## config.mk

```make
export PLATFORM = sky130hd
export DESIGN_NAME = alu_ctrl_seq_flat
export DESIGN_NICKNAME = d
export VERILOG_FILES = /design/src/rtl/alu_ctrl_seq_if.sv /design/src/rtl/alu_ctrl_seq.sv /design/src/flat_wrapper.sv
export SDC_FILE = /design/constraint.sdc
export NUM_CORES = 1
export LEC_CHECK = 0
export ABC_AREA = 1
export CORE_MARGIN = 1.5
export CORE_UTILIZATION = 50
export DETAILED_ROUTE_END_ITERATION = 10
export DONT_BUFFER_PORTS = 1
export GPL_TIMING_DRIVEN = 0
export PLACE_DENSITY = 0.77
export SLEW_MARGIN = 20
export SYNTH_ARGS = -nofsm -noshare
export SYNTH_HDL_FRONTEND = slang
export SYNTH_SLANG_ARGS = --single-unit
```

## constraint.sdc

```tcl
create_clock -name clk -period 1.2 [get_ports clk]
set_input_delay 0.12 -clock clk [delete_from_list [all_inputs] [get_ports clk]]
set_output_delay 0.12 -clock clk [all_outputs]
set_load 0.01 [all_outputs]
```

## src/rtl/alu_ctrl_seq_if.sv

```systemverilog
// EX-stage ALU control bus: decode request from ID/EX and registered operation/status back.
interface alu_ctrl_seq_if #(
  parameter int FUNCT_W = 4,
  parameter int OP_W    = 4
);
  logic               valid_in;
  logic [1:0]         aluOp;
  logic [FUNCT_W-1:0] funct;
  logic               flush;
  logic [OP_W-1:0]    operation;
  logic               op_valid;
  logic               stall;
  logic               done;
  logic               illegal;

  modport master (
    output valid_in, aluOp, funct, flush,
    input  operation, op_valid, stall, done, illegal
  );

  modport slave (
    input  valid_in, aluOp, funct, flush,
    output operation, op_valid, stall, done, illegal
  );
endinterface

```

## src/rtl/alu_ctrl_seq.sv

```systemverilog
// Registered EX-stage ALU control with multi-cycle mul/div sequencing and stall generation.
// Optional macro ALU_CTRL_EXT_FUNCT_EN adds single-cycle slt/sll decodes for aluOp=01.
module alu_ctrl_seq #(
  parameter int FUNCT_W = 4,
  parameter int OP_W    = 4,
  parameter int MUL_LAT = 3,
  parameter int DIV_LAT = 8,
  parameter int CNT_W   = 4
) (
  input  logic         clk,
  input  logic         rst_n,
  alu_ctrl_seq_if.slave bus
);

  typedef enum logic [1:0] {IDLE, MULT, DIV} state_t;

  typedef struct packed {
    logic [3:0] op;
    logic       legal;
    logic       mul;
    logic       div;
  } dec_t;

  localparam logic [CNT_W-1:0] MUL_CNT = CNT_W'(MUL_LAT - 1);
  localparam logic [CNT_W-1:0] DIV_CNT = CNT_W'(DIV_LAT - 1);

  state_t            state_q, state_d;
  logic [CNT_W-1:0]  cnt_q, cnt_d;
  logic [OP_W-1:0]   op_q, op_d;
  logic              ov_q, ov_d;
  logic              stall_q, stall_d;
  logic              done_q, done_d;
  logic              ill_q, ill_d;
  dec_t              dec;
  logic              funct_hi;

  // Undecoded upper funct bits must be zero for a legal R-type op.
  assign funct_hi = (bus.funct >> 4) != '0;

  always_comb begin
    dec = '{op: 4'b0000, legal: 1'b1, mul: 1'b0, div: 1'b0};
    case (bus.aluOp)
      2'b00: dec.op = 4'b0100;
      2'b11: dec.op = 4'b0111;
      2'b10: dec.op = 4'b1000;
      default: begin
        if (funct_hi) begin
          dec.legal = 1'b0;
        end else begin
          case (bus.funct[3:0])
            4'b0000: dec.op = 4'b0000;
            4'b0001: dec.op = 4'b0001;
            4'b0100: begin dec.op = 4'b0010; dec.mul = 1'b1; end
            4'b0101: begin dec.op = 4'b0011; dec.div = 1'b1; end
            4'b0111: dec.op = 4'b0100;
            4'b1000: dec.op = 4'b0101;
`ifdef ALU_CTRL_EXT_FUNCT_EN
            4'b0010: dec.op = 4'b1001;
            4'b0011: dec.op = 4'b1010;
`endif
            default: dec.legal = 1'b0;
          endcase
        end
      end
    endcase
  end

  // Next-state and next-output logic; all outputs leave the block registered.
  always_comb begin
    state_d = state_q;
    cnt_d   = cnt_q;
    op_d    = op_q;
    ov_d    = ov_q;
    stall_d = stall_q;
    done_d  = 1'b0;
    ill_d   = 1'b0;
    if (bus.flush) begin
      state_d = IDLE;
      cnt_d   = '0;
      ov_d    = 1'b0;
      stall_d = 1'b0;
    end else begin
      case (state_q)
        IDLE: begin
          stall_d = 1'b0;
          ov_d    = 1'b0;
          if (bus.valid_in) begin
            if (dec.legal) begin
              op_d = OP_W'(dec.op);
              ov_d = 1'b1;
              if (dec.mul) begin
                if (MUL_LAT > 1) begin
                  state_d = MULT;
                  cnt_d   = MUL_CNT;
                  stall_d = 1'b1;
                end else begin
                  done_d = 1'b1;
                end
              end else if (dec.div) begin
                if (DIV_LAT > 1) begin
                  state_d = DIV;
                  cnt_d   = DIV_CNT;
                  stall_d = 1'b1;
                end else begin
                  done_d = 1'b1;
                end
              end
            end else begin
              op_d  = '0;
              ill_d = 1'b1;
            end
          end
        end
        // Upstream is held by stall, so request inputs are ignored here.
        MULT, DIV: begin
          if (cnt_q == CNT_W'(1)) begin
            state_d = IDLE;
            cnt_d   = '0;
            stall_d = 1'b0;
            done_d  = 1'b1;
          end else begin
            cnt_d = cnt_q - 1'b1;
          end
        end
        default: begin
          state_d = IDLE;
          cnt_d   = '0;
          ov_d    = 1'b0;
          stall_d = 1'b0;
        end
      endcase
    end
  end

  always_ff @(posedge clk or negedge rst_n) begin
    if (!rst_n) begin
      state_q <= IDLE;
      cnt_q   <= '0;
      op_q    <= '0;
      ov_q    <= 1'b0;
      stall_q <= 1'b0;
      done_q  <= 1'b0;
      ill_q   <= 1'b0;
    end else begin
      state_q <= state_d;
      cnt_q   <= cnt_d;
      op_q    <= op_d;
      ov_q    <= ov_d;
      stall_q <= stall_d;
      done_q  <= done_d;
      ill_q   <= ill_d;
    end
  end

  assign bus.operation = op_q;
  assign bus.op_valid  = ov_q;
  assign bus.stall     = stall_q;
  assign bus.done      = done_q;
  assign bus.illegal   = ill_q;

endmodule
```

## src/flat_wrapper.sv

```systemverilog
// flat-port wrapper written by rule: the top's interface ports become plain ports
module alu_ctrl_seq_flat 
#(
  parameter int FUNCT_W = 4,
  parameter int OP_W    = 4,
  parameter int MUL_LAT = 3,
  parameter int DIV_LAT = 8,
  parameter int CNT_W   = 4
)
  (clk, rst_n, bus_valid_in, bus_aluOp, bus_funct, bus_flush, bus_operation, bus_op_valid, bus_stall, bus_done, bus_illegal);
  alu_ctrl_seq_if #(.FUNCT_W(FUNCT_W), .OP_W(OP_W)) bus_i ();
  input  logic clk;
  input  logic rst_n;
  input wire logic [$bits(bus_i.valid_in)-1:0] bus_valid_in;
  input wire logic [$bits(bus_i.aluOp)-1:0] bus_aluOp;
  input wire logic [$bits(bus_i.funct)-1:0] bus_funct;
  input wire logic [$bits(bus_i.flush)-1:0] bus_flush;
  output wire logic [$bits(bus_i.operation)-1:0] bus_operation;
  output wire logic [$bits(bus_i.op_valid)-1:0] bus_op_valid;
  output wire logic [$bits(bus_i.stall)-1:0] bus_stall;
  output wire logic [$bits(bus_i.done)-1:0] bus_done;
  output wire logic [$bits(bus_i.illegal)-1:0] bus_illegal;
  assign bus_i.valid_in = bus_valid_in;
  assign bus_i.aluOp = bus_aluOp;
  assign bus_i.funct = bus_funct;
  assign bus_i.flush = bus_flush;
  assign bus_operation = bus_i.operation;
  assign bus_op_valid = bus_i.op_valid;
  assign bus_stall = bus_i.stall;
  assign bus_done = bus_i.done;
  assign bus_illegal = bus_i.illegal;
  alu_ctrl_seq #(.FUNCT_W(FUNCT_W), .OP_W(OP_W), .MUL_LAT(MUL_LAT), .DIV_LAT(DIV_LAT), .CNT_W(CNT_W)) u_core (.clk(clk), .rst_n(rst_n), .bus(bus_i));
endmodule
```

==> Yosys cells after proc, flatten, opt, wreduce, memory -nomap -nowiden <==
Cells that the tools add are included.
{ "word_totals": {"out_inout_bits": 8, "input_bits": 10, "n_memories": 0, "ramBits": 0, "word_cells": 72, "rom_bits": 0, "register_bits": 14, "latch_bits": 0} }
{ "classes": {"n_addsub": 1, "magnitude_cmp": 0, "mul": 0, "div": 0, "n_bitwise": 1, "eq_ne": 15, "n_shift": 0, "n_reduce_logical": 9, "muxes": 39} }
{ "op_table": {"columns": ["cell", "n"], "rows": [
  ["$mux 4", 7],
  ["$mux 1", 19],
  ["$pmux 3 s5", 1],
  ["$eq 4x3->1 const B", 3],
  ["$mux 2", 6],
  ["$pmux 4 s3", 1],
  ["$eq 4x1->1 const B", 2],
  ["$pmux 4 s2", 1],
  ["$eq 2x2->1 const B", 3],
  ["$ne 3x2->1 const B", 2],
  ["$reduce_and 3->1", 2],
  ["$reduce_or 6->1", 1],
  ["$eq 4x4->1 const B", 1],
  ["$logic_not 2->1", 2],
  ["$logic_not 4->1", 1],
  ["$ne 4x2->1 const B", 1],
  ["$pmux 1 s2", 2],
  ["$pmux 2 s2", 1],
  ["$reduce_and 4->1", 1],
  ["$sub 4x1->4 const B", 1],
  ["$mux 3", 1],
  ["$ne 3x3->1 const B", 1],
  ["$reduce_or 3->1", 1],
  ["$eq 2x1->1 const B", 1],
  ["other kinds (3)", 3]
]} }

==> Depth between registers and ports, before layout <==
{ "depth": {"ltp_word": 10, "ltp_mapped": 9, "depth_no_buf": 9} }

==> Worst setup path after synthesis <==
OpenSTA, ideal clock, no wires.
{ "synth_timing": {"kind": "register to register", "start": "register u_core.state_q[0]", "end": "register u_core.op_q[1] (netlist: u_core.bus.operation[1])", "path_buffers": 0, "path_slack_ps": -90, "t_arrival_ps": 1171, "required_time_ps": 1081, "stages_incl_launch_ff": 9, "setup_time_ps": 119, "cell_sequence": "dfrtp_1 -> inv_1 -> ha_1 -> inv_2 -> nor2_4 -> inv_4 -> nor2_8 -> nand3b_1 -> o21a_1"} }
{ "synth_via": {"elab_chain_len": 2} }
{ "synth_rtl": {"columns": ["element", "line", "text"], "rows": [
  ["start, declared", "alu_ctrl_seq.sv:27", "state_t state_q, state_d;"],
  ["start signal, assigned", "alu_ctrl_seq.sv:145", "state_q <= state_d;"],
  ["$logic_not 2->1", "alu_ctrl_seq.sv:83", "case (state_q)"],
  ["$reduce_and 3->1 (no line)", null, null],
  ["end signal, assigned", "alu_ctrl_seq.sv:147", "op_q <= op_d;"],
  ["end, declared", "alu_ctrl_seq.sv:29", "logic [OP_W-1:0] op_q, op_d;"]
]} }
Every way passes these cells.
A chain may end at the register's enable or synchronous reset.

==> Worst setup path after layout <==
Same ends and word-level chain as after synthesis.

==> flow_metrics.tcl <==
set metrics [dict create \
    initial_core_util_pct 53.4 \
    grt_usage_pct 21.7 \
    hpwlAfterDp_um 1430 \
    whs_ns -0.0156 \
    clk_pin_slew_ns 0.10 \
    ys_types 20 \
    syn2layout_area_growth_pct 28.3 \
    rsz0062_at_grt "true" \
    start_kind "register" \
    maxSlewViolCount 0 \
    drv_cap 0 \
    grt_pass1_wl_um 3280 \
    finalHoldViolCount 1 \
    p_int_w 0.00131 \
    critPathArrivalTime_ns 1.49 \
    grt_antenna_before_repair 0 \
    path_class "reg2reg" \
    layout_setup_ws_ns -0.115 \
    coreArea_um2 1750 \
    worstReg2RegStart "u_core.state_q[0]$_DFFE_PN0P_" \
    clk_latency_ns 0.29 \
    min_path_type "in2reg" \
    io_pins 18 \
    syn_area_um2 932 \
    placementRows 15 \
    ff2ff_path_depth 8 \
    postRouteAntennaNets 0 \
    slowest_delay_ns 0.41 \
    p_leak_nw 0.612 \
    worstPathMaxFanout 7 \
    cts_buffers 3 \
    violations "hold timing, setup timing" \
    cts_buffer_depth 2 \
    gp_congestion 0.849 \
    synth_seq_cells 14 \
    diodes 0 \
    wl_um 2020 \
    powerDensity_nw_per_um2 1860 \
    startpoint "u_core.state_q[0]$_DFFE_PN0P_" \
    via_per_inst 5.09 \
    path_common_cell "inv_4" \
    wire_per_inst_um 12.0 \
    r2r_slack_ns -0.12 \
    finalNetCount 162 \
    fp.dieArea_um2 2130 \
    swShare_pct 41.0 \
    worst_slew_pin_slew_ns 0.630 \
    crit_slowest_cell "dfrtp_1" \
    synth_area_leaders "dfrtp_1 (38%), nand2_1 (14%), ha_1 (9.4%)" \
    combPwrFrac_pct 50.1 \
    stdcell_count 169 \
    syn_nets 142 \
    end_kind "register" \
    crit_chain "inv_2 -> ha_4 -> inv_4 -> nor2_4 -> inv_4 -> nor2_8 -> nand3b_1 -> o21a_1" \
    drcViolationCount 0 \
    finalCritPeriodShare_pct 110 \
    r2r-end "u_core.bus.operation[1]$_DFFE_PN0P_" \
    htree_levels 1 \
    drive_gt1_share_pct 37.5 \
    sequentialPowerShare_pct 34.2 \
    fillers 158 \
    crit_end "u_core.bus.operation[1]$_DFFE_PN0P_" \
    syn_area_per_cell_um2 7.46 \
    drtPass1Iterations 4 \
    critical_path_required_ns 1.37 \
    setup_viol 12 \
    status "finished with violations" \
    synth_top_area_cell "dfrtp_1" \
    power.switching_w 0.000910 \
    ctsHoldBuffers 1 \
    tns_ns -0.706 \
    min_period_ns 1.32 \
    num_vias 861 \
    place_inst 150 \
    drt_iter0_markers 23 \
    slew_headroom_pct 57.9 \
    grt_max_degree 15 \
    overflow 0 \
    numPortBuffers 0 \
    yosysTopAreaCellShare_pct 37.6 \
    clockPowerShare_pct 15.6 \
    irDropWorstVdd_v 0.00113 \
    cts_root_buf "clkbuf_4" \
    synth_warnings 0 \
    fin_skew_ns 0.0129 \
    die_w_um 46.2 \
    cts_sinks 14 \
    die_h_um 46.2 \
    fmaxAchievable_mhz 760 \
    cts_tree "yes" \
    ys_seq_area_share_pct 37.6 \
    synthesis.instances 125 \
    grt_pass1_vias 810 \
]
[sequential cells by signal, summed over array words and instances, names as in the netlist]
register	cells
u_core.bus.operation	4
u_core.bus.illegal	1
u_core.bus.done	1
u_core.cnt_q	4
u_core.bus.op_valid	1
u_core.bus.stall	1
u_core.state_q	2
[placed cells by master, fill, tap and decap left out, types with 3 or more instances in the layout]
| cell | synthesis | layout |
|---|---|---|
| inv_4 | 1 | 3 |
| nand3_1 | 13 | 11 |
| nor2_4 | 2 | 5 |
| buf_4 | 0 | 13 |
| dfrtp_1 | 14 | 14 |
| inv_1 | 16 | 10 |
| nor2_1 | 13 | 9 |
| inv_2 | 4 | 8 |
| o21ai_0 | 4 | 4 |
| clkbuf_4 | 0 | 3 |
| ha_1 | 7 | 3 |
| nand2_1 | 34 | 31 |
| nand2_2 | 3 | 6 |
| nor2_2 | 3 | 4 |
[how the worst min path moves through the flow]
| stage | startpoint | to | slack, ns | cells past startpoint |
|---|---|---|---|---|
| CTS | bus_flush | u_core.state_q[1]$_DFFE_PN0P_ | -0.02 | 3 |
| detailed placement | rst_n | u_core.state_q[0]$_DFFE_PN0P_ | -0.18 | 0 |
| finish | bus_flush | u_core.state_q[1]$_DFFE_PN0P_ | -0.02 | 3 |
| global route | bus_flush | u_core.state_q[1]$_DFFE_PN0P_ | -0.02 | 3 |
| global placement | rst_n | u_core.state_q[0]$_DFFE_PN0P_ | -0.18 | 0 |
| floorplan | rst_n | u_core.bus.done$_DFF_PN0_ | -0.18 | 0 |
[critical path: cells and delay by family, from the launching register on]
family	cells	cell delay [ns]
AO/OA/AOI/OAI	1	0.11
adder cells (fa/ha/maj)	1	0.15
buffers and inverters	3	0.19
flip-flops	1	0.41
AND/OR/NAND/NOR	3	0.34
[what timing repair did]
action,in CTS,in global routing
setup buffers,7,8
endpoints found under the setup margin,11,14
pin swaps,5,11
gates cloned,0,0
gates resized for setup,11,10
hold endpoints to repair,15,1
[kinds of logic (layout without fill, tap and decap cells)]
group	after synthesis	in the layout	synth area share, %
AND/OR/NAND/NOR	73	73	37.9
buffers and inverters	21	40	8.73
flip-flops	14	14	37.6
AO/OA/AOI/OAI	10	10	6.44
adder cells (fa/ha/maj)	7	7	9.40
[synth_stat cells, drive strengths merged]
master,count
ha,7
o21a,1
dfrtp,14
a21oi,1
nand3b,1
o21ai,8
nand2,38
inv,21
nor2,19
nand4,2
nand3,13
[final cells by class]
type	instances	area, um^2	area share (%)
Clock buffer	4	36.3	3.03
Tap cell	25	31.3	2.62
Multi-Input combinational cell	90	573	47.9
Inverter	21	86.3	7.22
Timing Repair Buffer	15	119	9.94
Sequential cell	14	350	29.3
[metrics by stage]
| stage | power [W] | util, % | setup WS (ns) | cell area [um^2] | hold slack (ns) |
|---|---|---|---|---|---|
| after CTS | 0.00200 | 64.1 | -0.135 | 1120 | -0.0233 |
| after global routing | 0.00240 | 68.5 | -0.169 | 1200 | -0.0227 |
| final | 0.00222 | 68.5 | -0.115 | 1200 | -0.0156 |
| after global placement | 0.00147 | 56.2 | -0.100 | 981 | -0.175 |
| after detailed placement | 0.00151 | 56.2 | -0.158 | 981 | -0.175 |
| after floorplan | 0.00136 | - | -0.0277 | 950 | -0.176 |
[routing by layer]
metal | share of wire, % | global-route usage, %
met1 | 40 | 24.0
met3 | 4.4 | 7.45
met5 | 0 | 0
met4 | 1.2 | 5.71
met2 | 54 | 39.2
[power by group through the flow]
| stage | Clock, W | Sequential, W | Combinational, W |
|---|---|---|---|
| 2_1_floorplan | 0 | 0.000731 | 0.000627 |
| 3_3_place_gp | 0 | 0.000757 | 0.000713 |
| 3_5_place_dp | 0 | 0.000759 | 0.000751 |
| 4_1_cts | 0.000356 | 0.000753 | 0.000887 |
| 5_1_grt | 0.000380 | 0.000777 | 0.00125 |
| 6_report | 0.000347 | 0.000761 | 0.00111 |
No activity file was read; power rests on OpenSTA's default activity.
